### src/rtl/tbu_sched_pkg.sv
// tbu_pkg: shared parameters and types for the traceback sequencer.
//   S          survivor memory depth in trellis stages (columns)
//   X_MIN      traceback stages before decoded bits are trusted
//   B          decoded bits emitted per traceback segment
//   K          number of traceback read engines
//   NUM_STATES trellis states of the decoder
//   col_dec()  descending column step that wraps 0 -> S-1
package tbu_pkg;

  localparam int S          = 120;
  localparam int X_MIN      = 30;
  localparam int B          = 30;
  localparam int K          = 2;
  localparam int NUM_STATES = 64;

  localparam int COL_W   = $clog2(S);
  localparam int ENG_W   = $clog2(K);
  localparam int FILL_W  = $clog2(X_MIN + B + 1);
  localparam int PHASE_W = $clog2(B);

  typedef logic [COL_W-1:0]   col_t;
  typedef logic [ENG_W-1:0]   eng_t;
  typedef logic [K-1:0]       eng_mask_t;
  typedef logic [FILL_W-1:0]  fill_t;
  typedef logic [PHASE_W-1:0] phase_t;

  // SEQ_FILL: memory not yet deep enough for a trusted traceback.
  // SEQ_RUN:  launching one segment every B stages.
  typedef enum logic {
    SEQ_FILL,
    SEQ_RUN
  } seq_state_t;

  // Explicit compare against zero keeps the wrap correct when S is not a
  // power of two.
  function automatic col_t col_dec(input col_t c);
    return (c == '0) ? col_t'(S - 1) : col_t'(c - col_t'(1));
  endfunction

endpackage

### src/rtl/tbu_sched_if.sv
// tbu_sched_if: bundle of the sequencer's stage, BRAM, engine and output
// signals.
//   slave  : seen from the sequencer (tbu_sched)
//   master : seen from the surrounding datapath / testbench
interface tbu_sched_if;
  import tbu_pkg::*;

  logic      valid_in;
  logic      wr_en;
  col_t      wr_col;
  eng_mask_t tb_start;
  col_t      tb_col;
  eng_mask_t tb_busy;
  eng_mask_t dec_valid;
  eng_mask_t dec_bit;
  eng_mask_t dec_ready;
  logic      valid_out;
  logic      vit_desc;
  logic      overrun;

  modport slave (
    input  valid_in, tb_busy, dec_valid, dec_bit,
    output wr_en, wr_col, tb_start, tb_col, dec_ready,
           valid_out, vit_desc, overrun
  );

  modport master (
    output valid_in, tb_busy, dec_valid, dec_bit,
    input  wr_en, wr_col, tb_start, tb_col, dec_ready,
           valid_out, vit_desc, overrun
  );

endinterface

### src/rtl/tbu_sched_out_merge.sv
// tbu_out_merge: merges the K engines' decoded bits into one in-order
// stream. Only the engine at 'head' is ready; after B accepted bits the
// head moves to the next engine in round-robin order.
//   clk, sys_rst  clock, synchronous active-high reset
//   dec_valid     per-engine bit valid
//   dec_bit       per-engine decoded bit
//   dec_ready     one-hot, combinational: engine at head is accepted
//   valid_out     registered: a bit was accepted last cycle
//   vit_desc      registered decoded bit (holds when nothing accepted)
module tbu_out_merge
  import tbu_pkg::*;
(
  input  logic      clk,
  input  logic      sys_rst,
  input  eng_mask_t dec_valid,
  input  eng_mask_t dec_bit,
  output eng_mask_t dec_ready,
  output logic      valid_out,
  output logic      vit_desc
);

  eng_t   head;
  phase_t bit_ctr;
  logic   accept;

  always_comb begin
    dec_ready = eng_mask_t'(1) << head;
    accept    = dec_valid[head];
  end

  // The segment boundary is counted here rather than signalled by the
  // engine, so a stalled older segment always blocks younger ones.
  always_ff @(posedge clk) begin
    if (sys_rst) begin
      head      <= '0;
      bit_ctr   <= '0;
      valid_out <= 1'b0;
      vit_desc  <= 1'b0;
    end else begin
      valid_out <= accept;
      if (accept) begin
        vit_desc <= dec_bit[head];
        if (bit_ctr == phase_t'(B - 1)) begin
          bit_ctr <= '0;
          head    <= (head == eng_t'(K - 1)) ? eng_t'(0) : eng_t'(head + eng_t'(1));
        end else begin
          bit_ctr <= phase_t'(bit_ctr + phase_t'(1));
        end
      end
    end
  end

endmodule

### src/rtl/tbu_sched.sv
// tbu_sched: sequencer for the Viterbi traceback survivor memory.
// Owns the descending write column, launches traceback segments on the K
// engines in round-robin order, and forwards their bits in order through
// tbu_out_merge.
//   clk      system clock
//   sys_rst  synchronous, active-high reset
//   bus      tbu_sched_if.slave: valid_in, wr_en/wr_col, tb_start/tb_col,
//            tb_busy, dec_valid/dec_bit/dec_ready, valid_out/vit_desc,
//            overrun
module tbu_sched
  import tbu_pkg::*;
(
  input  logic        clk,
  input  logic        sys_rst,
  tbu_sched_if.slave  bus
);

  seq_state_t state_q, state_d;
  fill_t      fill_q, fill_d;
  phase_t     phase_q, phase_d;
  eng_t       launch_idx;
  col_t       next_col;
  logic       launch_now;

  always_ff @(posedge clk) begin
    if (sys_rst) state_q <= SEQ_FILL;
    else         state_q <= state_d;
  end

  // A launch is due on the stage that brings the fill count to X_MIN+B,
  // then on every B-th stage after it.
  always_comb begin
    state_d    = state_q;
    fill_d     = fill_q;
    phase_d    = phase_q;
    launch_now = 1'b0;
    if (bus.valid_in) begin
      case (state_q)
        SEQ_FILL: begin
          fill_d = fill_t'(fill_q + fill_t'(1));
          if (fill_q == fill_t'(X_MIN + B - 1)) begin
            state_d    = SEQ_RUN;
            phase_d    = '0;
            launch_now = 1'b1;
          end
        end
        SEQ_RUN: begin
          if (phase_q == phase_t'(B - 1)) begin
            phase_d    = '0;
            launch_now = 1'b1;
          end else begin
            phase_d = phase_t'(phase_q + phase_t'(1));
          end
        end
        default: state_d = SEQ_FILL;
      endcase
    end
  end

  // A launch to a busy engine is dropped without advancing launch_idx, so
  // the round-robin order stays aligned with the output merge head.
  always_ff @(posedge clk) begin
    if (sys_rst) begin
      fill_q       <= '0;
      phase_q      <= '0;
      launch_idx   <= '0;
      next_col     <= '0;
      bus.wr_en    <= 1'b0;
      bus.wr_col   <= '0;
      bus.tb_start <= '0;
      bus.tb_col   <= '0;
      bus.overrun  <= 1'b0;
    end else begin
      fill_q       <= fill_d;
      phase_q      <= phase_d;
      bus.wr_en    <= bus.valid_in;
      bus.tb_start <= '0;
      if (bus.valid_in) begin
        bus.wr_col <= next_col;
        next_col   <= col_dec(next_col);
      end
      if (launch_now) begin
        if (bus.tb_busy[launch_idx]) begin
          bus.overrun <= 1'b1;
        end else begin
          bus.tb_start <= eng_mask_t'(1) << launch_idx;
          bus.tb_col   <= next_col;
          launch_idx   <= (launch_idx == eng_t'(K - 1)) ? eng_t'(0)
                                                        : eng_t'(launch_idx + eng_t'(1));
        end
      end
    end
  end

  tbu_out_merge u_out_merge (
    .clk       (clk),
    .sys_rst   (sys_rst),
    .dec_valid (bus.dec_valid),
    .dec_bit   (bus.dec_bit),
    .dec_ready (bus.dec_ready),
    .valid_out (bus.valid_out),
    .vit_desc  (bus.vit_desc)
  );

endmodule
### src/flat_wrapper.sv
// flat-port wrapper written by rule: the top's interface ports become plain ports
module tbu_sched_flat import tbu_pkg::*;
  (clk, sys_rst, bus_valid_in, bus_tb_busy, bus_dec_valid, bus_dec_bit, bus_wr_en, bus_wr_col, bus_tb_start, bus_tb_col, bus_dec_ready, bus_valid_out, bus_vit_desc, bus_overrun);
  tbu_sched_if bus_i ();
  input  logic clk;
  input  logic sys_rst;
  input wire logic [$bits(bus_i.valid_in)-1:0] bus_valid_in;
  input wire logic [$bits(bus_i.tb_busy)-1:0] bus_tb_busy;
  input wire logic [$bits(bus_i.dec_valid)-1:0] bus_dec_valid;
  input wire logic [$bits(bus_i.dec_bit)-1:0] bus_dec_bit;
  output wire logic [$bits(bus_i.wr_en)-1:0] bus_wr_en;
  output wire logic [$bits(bus_i.wr_col)-1:0] bus_wr_col;
  output wire logic [$bits(bus_i.tb_start)-1:0] bus_tb_start;
  output wire logic [$bits(bus_i.tb_col)-1:0] bus_tb_col;
  output wire logic [$bits(bus_i.dec_ready)-1:0] bus_dec_ready;
  output wire logic [$bits(bus_i.valid_out)-1:0] bus_valid_out;
  output wire logic [$bits(bus_i.vit_desc)-1:0] bus_vit_desc;
  output wire logic [$bits(bus_i.overrun)-1:0] bus_overrun;
  assign bus_i.valid_in = bus_valid_in;
  assign bus_i.tb_busy = bus_tb_busy;
  assign bus_i.dec_valid = bus_dec_valid;
  assign bus_i.dec_bit = bus_dec_bit;
  assign bus_wr_en = bus_i.wr_en;
  assign bus_wr_col = bus_i.wr_col;
  assign bus_tb_start = bus_i.tb_start;
  assign bus_tb_col = bus_i.tb_col;
  assign bus_dec_ready = bus_i.dec_ready;
  assign bus_valid_out = bus_i.valid_out;
  assign bus_vit_desc = bus_i.vit_desc;
  assign bus_overrun = bus_i.overrun;
  tbu_sched u_core (.clk(clk), .sys_rst(sys_rst), .bus(bus_i));
endmodule
### config.mk
export PLATFORM = sky130hd
export DESIGN_NAME = tbu_sched_flat
export DESIGN_NICKNAME = d
export VERILOG_FILES = /design/src/rtl/tbu_sched_pkg.sv /design/src/rtl/tbu_sched_if.sv /design/src/rtl/tbu_sched_out_merge.sv /design/src/rtl/tbu_sched.sv /design/src/flat_wrapper.sv
export SDC_FILE = /design/constraint.sdc
export NUM_CORES = 1
export LEC_CHECK = 0
export BUFFER_PORTS_ARGS = -buffer_cell sky130_fd_sc_hd__buf_2
export CAP_MARGIN = 10
export CORE_MARGIN = 10
export CORE_UTILIZATION = 50
export CTS_CLUSTER_DIAMETER = 200
export DETAILED_ROUTE_END_ITERATION = 8
export PLACE_DENSITY_LB_ADDON = 0.05
export SETUP_SLACK_MARGIN = 0.2
export SYNTH_ARGS = -nofsm -noshare
export SYNTH_HDL_FRONTEND = slang
export SYNTH_SLANG_ARGS = --single-unit
### constraint.sdc
create_clock -name clk -period 2.4 [get_ports clk]
set_clock_uncertainty 0.2 [all_clocks]
set_input_delay 0 -clock clk [delete_from_list [all_inputs] [get_ports clk]]
set_output_delay 0 -clock clk [all_outputs]
set_load 0.005 [all_outputs]
==> reports/results.txt, run 1 <==
Initial Util - 53.05%
synth top area cells - dfxtp_1, mux2i_1, nor2_1
die width - 83.26 um
VDD IR max - 441.5 uV
crit path to - u_core.u_out_merge.vit_desc
vias in the first global route - 1548
startpoint class of the critical path - flop
full die area - 6931 um2
area of the multi-input gates - 1010 um2
num rows - 22
leading area contributor after synthesis - dfxtp_1
ys flop type - dfxtp_1
Avg Cell Area, Syn - 9.573 um2
GP Congestion - 0.7886
r2r worst-path depth - 4
Layout area overhead - 18.51%
Syn Nets - 225
Hold Slack - 73.56 ps
Crit-path slowest cell - dlygate4sd3_1
relative slew slack - 46.70%
outcome - complete, no violations
clock-pin slew on the worst setup and hold paths - 80 ps
P_leak - 0.9868 nW
Final #Nets - 262
final worst-path cycle share - 87.25%
Mapped Area - 2001 um2
RSZ-0062 raised after global routing - no
Synth top area share - 46.03%
CTS sink cnt - 46
RR Endpoint - u_core.u_out_merge.vit_desc
Total Wirelength - 3875 um
CTS Buf Count - 5
clock latency on the worst-skew pair - 290 ps
Final Max Slew Viols - 0
first-iteration detailed-routing DRC count - 71
setup TNS - 0 ps
most used cell, CP - dlygate4sd3_1
WL/cell - 13.18 um
Core Region - 3771 um2
FF+latch area - 922.1 um2
critical path fanouts, max - 6
min Tclk post-route - 2094 ps
drt via density - 5.173
gr ovfl total - 0
# fillers - 329
Post-synth ARST share - 0%
synth unique cells - 39
Reg-to-Reg Start - u_core.u_out_merge.head
antenna violations before repair - 0
CP endpoint kind - flop
Max stage delay on crit path - 590 ps
crit path cell chain - mux2i_1, dlygate4sd3_1, a211oi_1, dlygate4sd3_1
clock buffer depth - 2
Root Buffer - clkbuf_8
Post-CTS Setup Inserts - 0
diode count - 0
reg-to-reg slack, setup - 310 ps
synthesized instance count - 209
GRT Total Usage - 11.39%
post-route cell area - 2371 um2
CP Data Arrival Time - 2080 ps
largest net degree at the start of global routing - 47
max cap viols - 0
global-route wire length before repair - 6906 um
power density over cell area - 737.6 nW/um2
share of layout cells above drive strength 1 - 19.51%
Slew @ Worst Pin - 799.5 ps
Data required, critical path - 2380 ps
Setup crit start - u_core.u_out_merge.head
I/O Buffers - 30
max frequency - 477.6 MHz
post-DP HPWL - 2735 um
DRC viols - 0
Die Ht - 83.26 um
register area share after synthesis - 46.03%
critical path class - reg2reg
dpl cell area - 2167 um2
antenna-violating nets left - 0
#FFs+latches synth - 46
Final Hold Viols - 0
number of H-tree branching levels - 2
DR vias - 1521
Yosys Warn Count - 0
I/O pin total - 31
TritonCTS clock tree - yes
drt pass-1 iters - 4
Finish-stage setup viols - 0
Post-synth EDFFs - 0
hold crit path type - in2reg
[worst min path at each step]
| stage | from | end | slack [ps] | cells past startpoint |
|---|---|---|---|---|
| floorplan | bus_dec_valid[1] | u_core.u_out_merge.head | -80 | 1 |
| global placement | bus_dec_valid[1] | u_core.u_out_merge.head | 10 | 2 |
| detailed placement | bus_dec_valid[1] | u_core.u_out_merge.head | 20 | 2 |
| CTS | sys_rst | u_core.bus.overrun | 60 | 2 |
| global route | sys_rst | u_core.next_col[3] | 100 | 2 |
| finish | sys_rst | u_core.bus.overrun | 70 | 2 |
[metrics by stage]
stage               utilization (%)  setup WS, ps  power, mW  cells
floorplan                         -         544.3      1.118    209
CTS                           62.84         232.0      1.773    294
detailed placement            57.47         416.0      1.185    278
global placement              57.47         475.3      1.170    278
global route                  62.87         225.1      1.848    294
finish                        62.87         306.1      1.749    294
[flip-flops by register name, summed over array words and instances (netlist names)]
signal,cells
u_core.u_out_merge.head,1
u_core.state_q,1
u_core.u_out_merge.valid_out,1
u_core.bus.wr_en,1
u_core.launch_idx,1
u_core.bus.overrun,1
u_core.phase_q,5
u_core.u_out_merge.vit_desc,1
u_core.bus.wr_col,7
u_core.next_col,7
u_core.bus.tb_col,7
u_core.fill_q,6
u_core.bus.tb_start,2
u_core.u_out_merge.bit_ctr,5
[synth_stat cells, types with 3 or more instances]
library cell  number
nand4_1            5
mux2i_1           13
xnor2_1            7
nor2_1            27
a211oi_1           3
dfxtp_1           46
a21oi_2            5
o21ai_0            3
nand3_1            5
nand2b_1          11
inv_1              5
xor2_1             9
o21ai_1            4
ha_1               7
a21oi_1            8
nor2b_1            5
clkbuf_1           5
or3_1              5
nand2_1           11
[worst max-delay path, delay by kind of cell (launching register included)]
kind                   cells  cell delay [ps]
multiplexers               1              190
buffers and inverters      2             1160
AO/OA/AOI/OAI              1               60
flip-flops                 1              390
[area by class of cell]
| cell class | instances | share of cell area, % |
|---|---|---|
| well taps | 48 | 2.533 |
| flip-flops and latches | 46 | 38.89 |
| repair buffers | 40 | 10.45 |
| clock buffers | 6 | 3.483 |
| clock inverters | 1 | 1.266 |
| multi-input cells | 148 | 42.59 |
| inverters | 5 | 0.7916 |
[cells by family (layout without fill, tap and decap cells)]
family / count (synthesis) / after routing / share of synthesized area (%)
muxes: 15 / 15 / 7.629
adders and majority gates: 7 / 7 / 4.378
and+or+nand+nor: 80 / 80 / 21.39
buffers and inverters: 15 / 52 / 3.502
AOI/OAI and AO/OA: 30 / 30 / 10.07
DFF: 46 / 46 / 46.03
xor gates and xnor gates: 16 / 16 / 7.005
[where the power goes]
| group | total, mW | internal (mW) | switching (mW) |
|---|---|---|---|
| sequential | 0.901 | 0.828 | 0.0732 |
| combinational | 0.276 | 0.136 | 0.139 |
| clock | 0.572 | 0.333 | 0.239 |
[what timing repair did]
action                                  CTS  global route
endpoints found under the setup margin    0             1
resized for setup                         0             1
endpoints found under the hold margin    11             0
hold buffers                              9             0
[per-layer routing]
layer | GRT usage [%] | vias to the layer above | routed length (um)
met3 | 5.469 | 4 | 259
met4 | 3.385 | 0 | 35
met2 | 16.90 | 32 | 1642
li1 | - | 788 | -
met1 | 14.15 | 697 | 1938
met5 | 0 | - | 0
[cells in the final DEF, fill, tap and decap left out, types with 2 or more instances in the layout]
cell and instances:
dfxtp_1 45, nor2b_1 5, xor2_1 9, nand3_1 5, mux2i_1 13, nor2_1 27, nor4b_1 2, nand2_1 11
ha_1 7, buf_2 30, o21ai_0 3, inv_1 5, clkbuf_8 6, or3_1 5, xnor2_1 7, nand2b_1 11
o41ai_1 2, o21ai_1 4, nor3_1 2, a21oi_2 5, dlygate4sd3_1 9, a21oi_1 8, nand4_1 5, mux2_2 2
a211oi_1 3
Note: power is estimated with default switching activity, not from simulation.
==> run 2, diff against run 1 <==
- CORE_UTILIZATION: 50 -> 40
- MAX_ROUTING_LAYER: not set -> met4
- clock period: 2.4 -> 2.5 ns (I/O delays scaled with it)
==> reports/results.txt, run 2 (synthesis gave the netlist of run 1 again) <==
outcome - complete, no violations (unchanged)
CP endpoint kind - flop (unchanged)
clock buffer depth - 2 (unchanged)
commonest non-fill, non-tap cell in the layout - dfxtp_1 (unchanged)
CTS sink cnt - 46 (unchanged)
GRT Total Usage - 10.42% (was 11.39%)
startpoint class of the critical path - flop (unchanged)
hold crit path type - in2reg (unchanged)
final worst-path cycle share - 86.90% (was 87.25%)
gr ovfl total - 0 (unchanged)
clock latency on the worst-skew pair - 300 ps (was 290 ps)
full die area - 8230 um2 (was 6931 um2)
CP Data Arrival Time - 2160 ps (was 2080 ps)
largest net degree at the start of global routing - 47 (unchanged)
GP Congestion - 0.8043 (was 0.7886)
Post-CTS Setup Inserts - 0 (unchanged)
Inst Count DP - 297 (was 278)
hold path depth - 2 (unchanged)
clock-pin slew on the worst setup and hold paths - 90 ps (was 80 ps)
WL/cell - 13.11 um (was 13.18 um)
Layout area overhead - 18.57% (was 18.51%)
power density over cell area - 672.7 nW/um2 (was 737.6 nW/um2)
TritonCTS clock tree - yes (unchanged)
die width - 90.72 um (was 83.26 um)
Core Region - 4786 um2 (was 3771 um2)
critical path fanouts, max - 6 (unchanged)
drt via density - 4.914 (was 5.173)
Die Ht - 90.72 um (was 83.26 um)
global-route wire length before repair - 7079 um (was 6906 um)
top flop regs - u_core.bus.tb_col x7, u_core.bus.wr_col x7, u_core.next_col x7 (unchanged)
# hold bufs at CTS - 9 (unchanged)
P_leak - 0.9772 nW (was 0.9868 nW)
min Tclk post-route - 2173 ps (was 2094 ps)
# fillers - 477 (was 329)
relative slew slack - 46.59% (was 46.70%)
max cap viols - 0 (unchanged)
Total Wirelength - 4115 um (was 3875 um)
post-DP HPWL - 2908 um (was 2735 um)
Root Buffer - clkbuf_8 (unchanged)
vias in the first global route - 1490 (was 1548)
Initial Util - 41.80% (was 53.05%)
Finish-stage setup viols - 0 (unchanged)
max frequency - 460.3 MHz (was 477.6 MHz)
Data required, critical path - 2490 ps (was 2380 ps)
CTS Buf Count - 5 (unchanged)
share of layout cells above drive strength 1 - 19.03% (was 19.51%)
DRC viols - 0 (unchanged)
num rows - 25 (was 22)
most frequent cells in the layout - dfxtp_1, buf_2, nor2_1, mux2i_1 (unchanged)
critical path class - reg2reg (unchanged)
VDD IR max - 323.0 uV (was 441.5 uV)
drt pass-1 iters - 4 (unchanged)
antenna violations before repair - 0 (unchanged)
first-iteration detailed-routing DRC count - 61 (was 71)
reg-to-reg slack, setup - 330 ps (was 310 ps)
Final Max Slew Viols - 0 (unchanged)
RSZ-0062 raised after global routing - no (unchanged)
r2r worst-path depth - 4 (unchanged)
number of H-tree branching levels - 2 (unchanged)
DR vias - 1543 (was 1521)
Final #Nets - 262 (unchanged)
Final Hold Viols - 0 (unchanged)
I/O pin total - 31 (unchanged)
diode count - 0 (unchanged)
Resized cells post-CTS - 0 (unchanged)
final std cells w/o fill - 314 (was 294)
Overall Power - 1.596 mW (was 1.749 mW)
I/O Buffers - 30 (unchanged)
antenna-violating nets left - 0 (unchanged)
setup TNS - 0 ps (unchanged)
Slew @ Worst Pin - 801.1 ps (was 799.5 ps)
[run 2: changes by cell type in the layout (fill, tap and decap cells not counted)]
cell | before | now
dfxtp_2 | 1 | 0
clkinv_2 | 0 | 1
dfxtp_1 | 45 | 46
bufinv_16 | 1 | 0
clkbuf_1 | 0 | 1
[run 2: area by class of cell]
type | count | area (um2) | share of cell area, %
Sequential cell | 46 | 920.9 | 38.82
Tap cell | 67 | 83.83 | 3.534
Clock buffer | 7 | 86.33 | 3.639
Timing Repair Buffer | 40 | 247.7 | 10.44
Inverter | 5 | 18.77 | 0.7911
Multi-Input combinational cell | 148 | 1010 | 42.56
Clock inverter | 1 | 5.005 | 0.2110
[run 2: worst paths after layout]
path / startpoint / to
worst min-delay path: sys_rst / u_core.next_col[3]
worst max-delay path: u_core.u_out_merge.head / u_core.u_out_merge.vit_desc
worst min register to register: u_core.bus.overrun / u_core.bus.overrun
worst max register to register: u_core.u_out_merge.head / u_core.u_out_merge.vit_desc
[run 2: metrics by stage]
step / util (%) / hold slack [ps] / setup slack (ps) / area [um2]
CTS: 49.57 / 75.65 / 358.7 / 2372
detailed placement: 45.78 / 20.35 / 483.4 / 2191
global placement: 45.78 / 11.71 / 566.8 / 2191
floorplan: - / -83.87 / 644.3 / 2001
finish: 49.57 / 79.58 / 327.5 / 2372
global route: 49.57 / 117.3 / 218.0 / 2372
[run 2: critical path, stage by stage (launching register included)]
cell,delay [ps]
dfxtp_1,430
mux2i_1,210
dlygate4sd3_1,570
a211oi_1,60
dlygate4sd3_1,590
[run 2: metal layers]
layer / part of all wire (%) / wire, um / global-route usage (%)
met1: 53 / 2195 / 13.66
met3: 4.5 / 187 / 3.658
met2: 41 / 1677 / 14.54
met5: 0 / 0 / -
met4: 1.3 / 55 / 3.183
[run 2: power by group]
group	internal, mW	switching [mW]
Combinational	0.131	0.131
Sequential	0.795	0.0725
Clock	0.223	0.243
Total	1.15	0.447
==> run 3, diff against run 2 <==
- REMOVE_ABC_BUFFERS: not set -> 1
==> reports/results.txt, run 3 (synthesis gave the netlist of run 1 again) <==
Finish-stage setup viols - 0 (unchanged)
Total Wirelength - 4046 um (was 4115 um)
first-iteration detailed-routing DRC count - 35 (was 61)
GP Congestion - 0.8180 (was 0.8043)
max frequency - 463.3 MHz (was 460.3 MHz)
clock power share - 32.4% (was 29.2%)
largest net degree at the start of global routing - 47 (unchanged)
Reg-to-Reg Start - u_core.u_out_merge.head (unchanged)
Final Max Slew Viols - 0 (unchanged)
P_leak - 0.9874 nW (was 0.9772 nW)
Initial Util - 41.80% (unchanged)
Max stage delay on crit path - 600 ps (was 590 ps)
antenna-violating nets left - 0 (unchanged)
number of H-tree branching levels - 2 (unchanged)
DRC viols - 0 (unchanged)
Layout area overhead - 19.51% (was 18.57%)
most frequent cells in the layout - dfxtp_1, buf_2, nor2_1, mux2i_1 (unchanged)
die width - 90.72 um (unchanged)
power density over cell area - 694.1 nW/um2 (was 672.7 nW/um2)
CP endpoint kind - flop (unchanged)
RSZ-0062 raised after global routing - no (unchanged)
Slew @ Worst Pin - 784.9 ps (was 801.1 ps)
commonest non-fill, non-tap cell in the layout - dfxtp_1 (unchanged)
clock latency on the worst-skew pair - 300 ps (about the same)
clock-pin slew on the worst setup and hold paths - 90 ps (about the same)
sequential share of power - 51.8% (was 54.4%)
num rows - 25 (unchanged)
Final Hold Viols - 0 (unchanged)
gr ovfl total - 0 (unchanged)
antenna violations before repair - 0 (unchanged)
# fillers - 475 (was 477)
WL/cell - 12.89 um (was 13.11 um)
drt pass-1 iters - 4 (unchanged)
switching power - 0.4395 mW (was 0.4467 mW)
startpoint class of the critical path - flop (unchanged)
Die Ht - 90.72 um (unchanged)
Post-CTS Setup Inserts - 0 (unchanged)
I/O pin total - 31 (unchanged)
final worst-path cycle share - 86.33% (was 86.90%)
Data required, critical path - 2480 ps (was 2490 ps)
Final #Nets - 262 (unchanged)
Root Buffer - clkbuf_8 (unchanged)
drt via density - 4.920 (was 4.914)
Hold Slack - 61.88 ps (was 79.58 ps)
HP Start - sys_rst (unchanged)
r2r worst-path depth - 4 (unchanged)
internal power - 1.220 mW (was 1.149 mW)
DR vias - 1545 (was 1543)
Setup crit start - u_core.u_out_merge.head (unchanged)
post-DP HPWL - 2858 um (was 2908 um)
clock buffer depth - 2 (unchanged)
Comb pwr share - 15.8% (was 16.4%)
TritonCTS clock tree - yes (unchanged)
VDD IR max - 371.4 uV (was 323.0 uV)
crit path cell chain - mux2i_1, dlygate4sd3_1, a211oi_1, dlygate4sd3_1 (unchanged)
CP Data Arrival Time - 2140 ps (was 2160 ps)
top flop regs - u_core.bus.tb_col x7, u_core.bus.wr_col x7, u_core.next_col x7 (unchanged)
diode count - 0 (unchanged)
outcome - complete, no violations (unchanged)
global-route wire length before repair - 7134 um (was 7079 um)
full die area - 8230 um2 (unchanged)
setup TNS - 0 ps (unchanged)
CTS Buf Count - 5 (unchanged)
most used cell, CP - dlygate4sd3_1 (unchanged)
CTS sink cnt - 46 (unchanged)
max cap viols - 0 (unchanged)
Crit-path slowest cell - dlygate4sd3_1 (unchanged)
share of layout cells above drive strength 1 - 19.84% (was 19.03%)
switching share of total power - 26.48% (was 27.99%)
critical path class - reg2reg (unchanged)
hold path depth - 2 (unchanged)
relative slew slack - 47.67% (was 46.59%)
critical path fanouts, max - 6 (unchanged)
min Tclk post-route - 2158 ps (was 2173 ps)
vias in the first global route - 1600 (was 1490)
GRT Total Usage - 10.71% (was 10.42%)
Core Region - 4786 um2 (unchanged)
reg-to-reg slack, setup - 340 ps (was 330 ps)
I/O Buffers - 30 (unchanged)
hold crit path type - in2reg (unchanged)
[run 3: cell count changes in the layout (fill, tap and decap cells not counted), sizes merged]
cell    delta
clkinv     +1
bufinv     +1
clkbuf     -2
[run 3: metrics by stage]
| step | util (%) | instance area (um2) | std cells | power, mW | worst slack (ps) |
|---|---|---|---|---|---|
| 3_5_place_dp | 45.78 | 2191 | 297 | 1.135 | 504.2 |
| 6_report | 49.96 | 2391 | 314 | 1.660 | 341.8 |
| 4_1_cts | 49.93 | 2390 | 314 | 1.690 | 335.7 |
| 5_1_grt | 49.96 | 2391 | 314 | 1.765 | 269.7 |
| 2_1_floorplan | - | 1949 | 199 | 1.049 | 654.0 |
| 3_3_place_gp | 45.78 | 2191 | 297 | 1.127 | 568.8 |
[run 3: area by class of cell]
cell class | instances | area (um2) | area share (%)
timing repair buffer | 40 | 247.7 | 10.36
multi-input combinational | 148 | 1010 | 42.23
inverter | 5 | 18.77 | 0.7849
clock buffer | 5 | 68.82 | 2.878
clock inverter | 3 | 40.04 | 1.675
tap | 67 | 83.83 | 3.506
sequential | 46 | 922.1 | 38.57
[run 3: path summary, 6_finish.rpt]
kind                                               endpoint
worst max-delay path            u_core.u_out_merge.vit_desc
worst min-delay path                     u_core.next_col[3]
worst max register to register  u_core.u_out_merge.vit_desc
worst min register to register         u_core.bus.tb_col[6]
[run 3: worst max-delay path: cells and delay by family, from the launching register on]
family                 cells  cell delay, ps
AO/OA/AOI/OAI              1              70
buffers and inverters      2            1180
flip-flops                 1             390
multiplexers               1             200
[run 3: power by group through the flow]
stage	logic (mW)	clock network [mW]	registers [mW]
after floorplan	0.185	0	0.864
after global placement	0.252	0	0.875
after detailed placement	0.256	0	0.879
after CTS	0.268	0.560	0.862
after global routing	0.303	0.592	0.870
final	0.262	0.537	0.860
[run 3: layer usage]
metal / vias to the layer above / wire length [um] / GRT usage (%) / share of wire, %
met4: 0 / 82 / 5.172 / 2.0
met3: 8 / 124 / 2.909 / 3.1
met2: 18 / 2077 / 18.21 / 51
met5: - / 0 / - / 0
met1: 726 / 1761 / 11.24 / 44
li1: 793 / - / - / -
[run 3: repair_timing]
action,4_1_cts,5_1_grt
hold buffers,9,0
hold endpoints to repair,11,0
gates resized for setup,0,1
endpoints found under the setup margin,0,1
